===== src/rtl/rsc_frame_encoder_if.sv =====
// rsc_frame_encoder_if: serial info-bit input and parallel frame output handshakes of the RSC encoder.
interface rsc_frame_encoder_if #(
  parameter int BITS            = 16,
  parameter int BITS_PER_SYMBOL = 2,
  parameter int SYMBOLS         = 10
);
  logic            in_valid;
  logic            in_ready;
  logic            in_bit;
  logic            out_valid;
  logic            out_ready;
  logic [BITS-1:0] out_llr [BITS_PER_SYMBOL][SYMBOLS];
  modport master (output in_valid, in_bit, out_ready, input in_ready, out_valid, out_llr);
  modport slave  (input in_valid, in_bit, out_ready, output in_ready, out_valid, out_llr);
endinterface


===== src/rtl/rsc_frame_encoder.sv =====
// rsc_frame_encoder: rate-1/2 RSC encoder producing one terminated frame as out_llr[h][g].
// Optional ENC_BPSK_MAP_EN maps each bit to a half-precision BPSK word instead of a raw hard bit.
module rsc_frame_encoder #(
  parameter int                BITS            = 16,
  parameter int                BITS_PER_SYMBOL = 2,
  parameter int                SYMBOLS         = 10,
  parameter int                MEMORY          = 2,
  parameter logic [MEMORY:0]   FB_POLY         = 3'b111,
  parameter logic [MEMORY:0]   FF_POLY         = 3'b101
) (
  input logic                 clk,
  input logic                 rst_n,
  rsc_frame_encoder_if.slave  bus
);
  localparam int CW = $clog2(SYMBOLS + 1);
  localparam logic [1:0] LOAD = 2'd0, TAIL = 2'd1, DONE = 2'd2;
  if (BITS_PER_SYMBOL != 2) begin : g_bad_bps
    $error("rsc_frame_encoder: BITS_PER_SYMBOL must be 2");
  end
  if (SYMBOLS <= MEMORY) begin : g_bad_sym
    $error("rsc_frame_encoder: SYMBOLS must exceed MEMORY");
  end
  if (FB_POLY[MEMORY] != 1'b1) begin : g_bad_fb
    $error("rsc_frame_encoder: FB_POLY input tap must be 1");
  end
  logic [1:0]         st;
  logic [CW-1:0]      cnt;
  logic [MEMORY-1:0]  sr;
  logic [SYMBOLS-1:0] sys_q, par_q;
  logic               fb, u, a, par, step;
  logic [MEMORY:0]    ext;
  always_comb begin
    fb   = ^(sr & FB_POLY[MEMORY-1:0]);
    u    = (st == TAIL) ? fb : bus.in_bit;
    a    = u ^ fb;
    ext  = {a, sr};
    par  = ^(ext & FF_POLY);
    step = (st == TAIL) || (st == LOAD && bus.in_valid);
  end
  assign bus.in_ready  = (st == LOAD);
  assign bus.out_valid = (st == DONE);
  always_ff @(posedge clk or negedge rst_n) begin
    if (!rst_n) begin
      st    <= LOAD;
      cnt   <= '0;
      sr    <= '0;
      sys_q <= '0;
      par_q <= '0;
    end else if (step) begin
      sys_q[cnt] <= u;
      par_q[cnt] <= par;
      sr         <= ext[MEMORY:1];
      cnt        <= cnt + CW'(1);
      if (st == LOAD && cnt == CW'(SYMBOLS - MEMORY - 1)) st <= TAIL;
      if (st == TAIL && cnt == CW'(SYMBOLS - 1)) st <= DONE;
    end else if (st == DONE && bus.out_ready) begin
      st  <= LOAD;
      cnt <= '0;
      sr  <= '0;
    end
  end
`ifdef ENC_BPSK_MAP_EN
  if (BITS < 16) begin : g_bad_bits
    $error("rsc_frame_encoder: ENC_BPSK_MAP_EN requires BITS >= 16");
  end
  // Steps never written since reset must still read as zero words, not +1.0.
  logic [SYMBOLS-1:0] wr;
  always_ff @(posedge clk or negedge rst_n) begin
    if (!rst_n) wr <= '0;
    else if (step) wr[cnt] <= 1'b1;
  end
  for (genvar g = 0; g < SYMBOLS; g++) begin : g_map
    assign bus.out_llr[0][g] = wr[g] ? BITS'(sys_q[g] ? 16'hBC00 : 16'h3C00) : '0;
    assign bus.out_llr[1][g] = wr[g] ? BITS'(par_q[g] ? 16'hBC00 : 16'h3C00) : '0;
  end
`else
  for (genvar g = 0; g < SYMBOLS; g++) begin : g_map
    assign bus.out_llr[0][g] = BITS'(sys_q[g]);
    assign bus.out_llr[1][g] = BITS'(par_q[g]);
  end
`endif
endmodule

===== src/flat_wrapper.sv =====
// flat-port wrapper written by rule: the top's interface ports become plain ports
module rsc_frame_encoder_flat 
#(
  parameter int                BITS            = 16,
  parameter int                BITS_PER_SYMBOL = 2,
  parameter int                SYMBOLS         = 10,
  parameter int                MEMORY          = 2,
  parameter logic [MEMORY:0]   FB_POLY         = 3'b111,
  parameter logic [MEMORY:0]   FF_POLY         = 3'b101
)
  (clk, rst_n, bus_in_valid, bus_in_bit, bus_out_ready, bus_in_ready, bus_out_valid, bus_out_llr);
  rsc_frame_encoder_if #(.BITS(BITS), .BITS_PER_SYMBOL(BITS_PER_SYMBOL), .SYMBOLS(SYMBOLS)) bus_i ();
  input logic clk;
  input logic rst_n;
  input wire logic [$bits(bus_i.in_valid)-1:0] bus_in_valid;
  input wire logic [$bits(bus_i.in_bit)-1:0] bus_in_bit;
  input wire logic [$bits(bus_i.out_ready)-1:0] bus_out_ready;
  output wire logic [$bits(bus_i.in_ready)-1:0] bus_in_ready;
  output wire logic [$bits(bus_i.out_valid)-1:0] bus_out_valid;
  output wire logic [$bits(bus_i.out_llr)-1:0] bus_out_llr;
  assign bus_i.in_valid = bus_in_valid;
  assign bus_i.in_bit = bus_in_bit;
  assign bus_i.out_ready = bus_out_ready;
  assign bus_in_ready = bus_i.in_ready;
  assign bus_out_valid = bus_i.out_valid;
  assign bus_out_llr = {>>{bus_i.out_llr}};
  rsc_frame_encoder #(.BITS(BITS), .BITS_PER_SYMBOL(BITS_PER_SYMBOL), .SYMBOLS(SYMBOLS), .MEMORY(MEMORY), .FB_POLY(FB_POLY), .FF_POLY(FF_POLY)) u_core (.clk(clk), .rst_n(rst_n), .bus(bus_i));
endmodule

===== config.mk =====
export PLATFORM = sky130hd
export DESIGN_NAME = rsc_frame_encoder_flat
export DESIGN_NICKNAME = d
export VERILOG_FILES = /design/src/rtl/rsc_frame_encoder_if.sv /design/src/rtl/rsc_frame_encoder.sv /design/src/flat_wrapper.sv
export SDC_FILE = /design/constraint.sdc
export NUM_CORES = 1
export LEC_CHECK = 0
export ABC_AREA = 1
export CAP_MARGIN = 40
export CORE_AREA = 3 3 125 127
export CTS_CLUSTER_DIAMETER = 100
export CTS_CLUSTER_SIZE = 12
export DETAILED_ROUTE_END_ITERATION = 10
export DIE_AREA = 0 0 128 130
export GPL_ROUTABILITY_DRIVEN = 0
export PLACE_DENSITY_LB_ADDON = 0.1
export RECOVER_POWER = 100
export SLEW_MARGIN = 5
export SYNTH_ARGS = -nofsm -noshare
export SYNTH_HDL_FRONTEND = slang
export SYNTH_SLANG_ARGS = --single-unit

===== constraint.sdc =====
create_clock -name clk -period 2.6 [get_ports clk]
set_clock_uncertainty 0.05 [all_clocks]
set_input_delay 0.52 -clock clk [delete_from_list [all_inputs] [get_ports clk]]
set_output_delay 0.52 -clock clk [all_outputs]
set_load 0.02 [all_outputs]

==> impl_results.md, run 1 <==
- Async set-reset flop share out of synthesis: 100%
- Mapped cell area: 0.00377 mm2
- Post-synthesis cell count: 472
- CTS tree: yes
- Port bufs: 26
- Finish-stage setup viols: 0
- Fraction of the yosys area taken by sequential cells: 18.6%
- Kind of end point of the critical path: output port
- Worst-case register-to-register setup slack: 900 ps
- Run status: completed
- Total I/O pin count: 327
- Total area of multi-input combinational cells: 0.00175 mm2
- CP Data Arrival Time: 1650 ps
- Post-cts resize count: 0
- Overall track demand over capacity in global routing: 5.82%
- Fin worst setup slack: 376 ps
- Final-layout worst hold slack: 429 ps
- Switching share of total power: 45.4%
- Die area: 0.0166 mm2
- Antenna diode instance count: 0
- Setup TNS Final: 0 ps
- Required time reported for the critical path endpoint: 2030 ps
- Clock latency of the later-clocked register in the worst-skew pair: 270 ps
- Post-synth top flop: dfrtp_1
- Commonest cells after routing, fill and taps aside: conb_1 (300), nand2_1 (46), dfrtp_1 (28)
- Worst Hold End: u_core.sys_q[0]
- Static Leak: 1.91 nW
- Kind of start point of the critical path: flip-flop
- Most common library cell in the layout ignoring fill and taps: conb_1
- Cell-by-cell trace of the critical path: inv_2, nor2_1, dlygate4sd3_1
- Largest area contributor in the synthesized netlist: buf_4
- Core footprint: 0.0145 mm2
- Number of nets in the finished design: 511
- Hold-fix buffers at CTS: 0
- Residual DRC: 0
- Synthesized area divided by synthesized cell count: 7.98 um2
- Number of setup buffers added after CTS: 0
- Clock network fraction of total power: 31.7%
- GRT overflow: 0
- Area occupied by registers: 701 um2
- Hold path start: u_core.sys_q[0]
- Worst hold stages: 2
- Flip-flop and latch count after synthesis: 28
- Unrepaired setup endpoints after global routing: false
- Area growth from synthesis to final layout: -16.6%
- Standard-cell rows: 44
- Initial core utilization: 25.9%
- Number of fill cells: 1650
- Slowest cell on crit path: dlygate4sd3_1
- Routed len/inst: 8.83 um
- CP bufs+invs: 2
- Number of synthesis warnings: 0
- Achievable clock frequency: 0.450 GHz
- Max Transition Viols Final: 0
- Top delay family on crit path: buffers and inverters
- Clock-pin transition on the worst setup and hold timing paths: 70 ps
- Largest stage delay on the critical path: 700 ps
- First-pass GRT wire length: 7650 um
- Logic pwr share: 33.4%
- Clk sink count: 28
- Proportion of power drawn by flip-flops and latches: 35.0%
- Worst r2r dst: u_core.par_q[1]
- Clock tree root buffer cell: clkbuf_16
- Internal power of the cells: 679 uW
- Peak ir drop on the vdd network: 0.209 mV
- Net load switching power: 565 uW
- Number of enable-type register cells in the synthesized netlist: 0
- Initial antenna violation count: 0
- Hold Vio Cnt, Final: 0
- Total of max-cap violations: 0
- Min Clock Period, post-route: 2220 ps
- DRT antenna net count: 0
- Hold Crit Class: reg2reg
- Pin count of the biggest net entering global routing: 29
- Fraction of layout instances using a drive strength above 1: 4.79%
- Overall via count from detail_route: 1982
- Drt total wl: 6050 um
- Share of the clock period used by the worst path: 85.5%
- Horizontal die dimension: 128 um
- Number of different library cells in the post-synthesis netlist: 26
- Number of global-route vias before repair: 1421
- Area share of the largest cell type after synthesis: 59.8%
- Final standard cell utilization of the core: 21.6%
- Maximum fanout encountered on the critical timing path: 4
- Cell area after placement: 0.00313 mm2
- Power density relative to cell area: 396 mW/mm2
- Starting DRC count in detailed routing: 36
- Reg-to-Reg Start: u_core.st[0]
- TritonCTS Buffers: 3
- Post-Place Setup Slack: 692 ps
- Level count of the clock H-tree: 1
- Classification of the worst setup path: reg2out
- Number of cell instances on the worst register-to-register path: 6
- Via/cell ratio: 2.89
- Area contributors post-synth: buf_4 (60%), dfrtp_1 (19%), nand2_1 (4.5%), nor3_2 (2.4%), inv_1 (2.1%)
- Post-DP HPWL: 5130 um
- Design Area, Final: 0.00314 mm2
- Die height: 130 um
- Pre-antenna DRT Iters: 4
- Clock buffer depth: 2
[cells by family after synthesis]
logic type                 share of synthesized area [%]
AOI/OAI and AO/OA                                   4.25
and+or+nand+nor                                     12.5
DFF                                                 18.6
xor gates and xnor gates                           0.465
adders and majority gates                           1.33
other                                             0.0995
buffers and inverters                               62.8
[metrics by stage]
step           power (mW)  std cells
5_1_grt              1.32        685
3_5_place_dp        0.849        681
3_3_place_gp        0.849        681
4_1_cts              1.26        685
2_1_floorplan        1.17        771
6_report             1.24        685
[worst min-delay path, stage by stage (launching register included)]
cell	delay, ps
dfrtp_1	350
nand2_1	50
nand2_1	50
[power by group through the flow]
stage | clock network [mW] | logic (mW) | registers [mW]
6_report | 0.394 | 0.415 | 0.435
5_1_grt | 0.433 | 0.447 | 0.435
4_1_cts | 0.418 | 0.405 | 0.435
3_5_place_dp | 0 | 0.405 | 0.444
3_3_place_gp | 0 | 0.405 | 0.444
2_1_floorplan | 0 | 0.731 | 0.444
[synth_stat cells, drive strengths merged (3+ instances only)]
cell type    n
nand2       54
inv         26
ha           4
o21ai       13
dfrtp       28
nor3         9
nand3       17
o31ai        7
o22ai        3
nor2         5
buf        302
[state kept, by name, summed over array words and instances (netlist names)]
signal        flops
u_core.par_q     10
u_core.sys_q     10
u_core.cnt        4
u_core.sr         2
u_core.st         2
[layout make-up]
| type | count | share of cell area, % |
|---|---|---|
| clock buffers | 4 | 2.83 |
| repair buffers | 28 | 8.76 |
| inverters | 26 | 3.11 |
| multi-input cells | 415 | 55.7 |
| flip-flops and latches | 28 | 22.3 |
| well taps | 184 | 7.32 |
[per-layer routing]
metal	up-vias	GRT usage (%)	wire, um
met1	886	6.92	2020
li1	917	-	-
met3	7	0.655	729
met5	-	0	0
met4	0	3.18	132
met2	172	10.3	3160
[how the worst max path moves through the flow]
stage	startpoint	to	depth (start not counted)	slack, ps
2_1_floorplan	u_core.st[1]	bus_out_valid	2	1210
3_3_place_gp	u_core.st[1]	bus_in_ready	2	680
3_5_place_dp	bus_in_valid	u_core.par_q[0]	7	690
4_1_cts	u_core.st[1]	bus_out_valid	3	390
5_1_grt	u_core.st[1]	bus_in_ready	2	310
6_report	u_core.st[1]	bus_out_valid	3	380
Note: power is estimated with default switching activity, not from simulation.
==> run 2: changes to the inputs <==
--- a/config.mk
+++ b/config.mk
@@ -6,7 +6,7 @@
 export NUM_CORES = 1
 export LEC_CHECK = 0
 export ABC_AREA = 1
-export CAP_MARGIN = 40
+export CAP_MARGIN = 20
 export CORE_AREA = 3 3 125 127
 export CTS_CLUSTER_DIAMETER = 100
 export CTS_CLUSTER_SIZE = 12
==> results of run 2 <==
The final DEF is identical to that of run 1; final timing and power are the same.
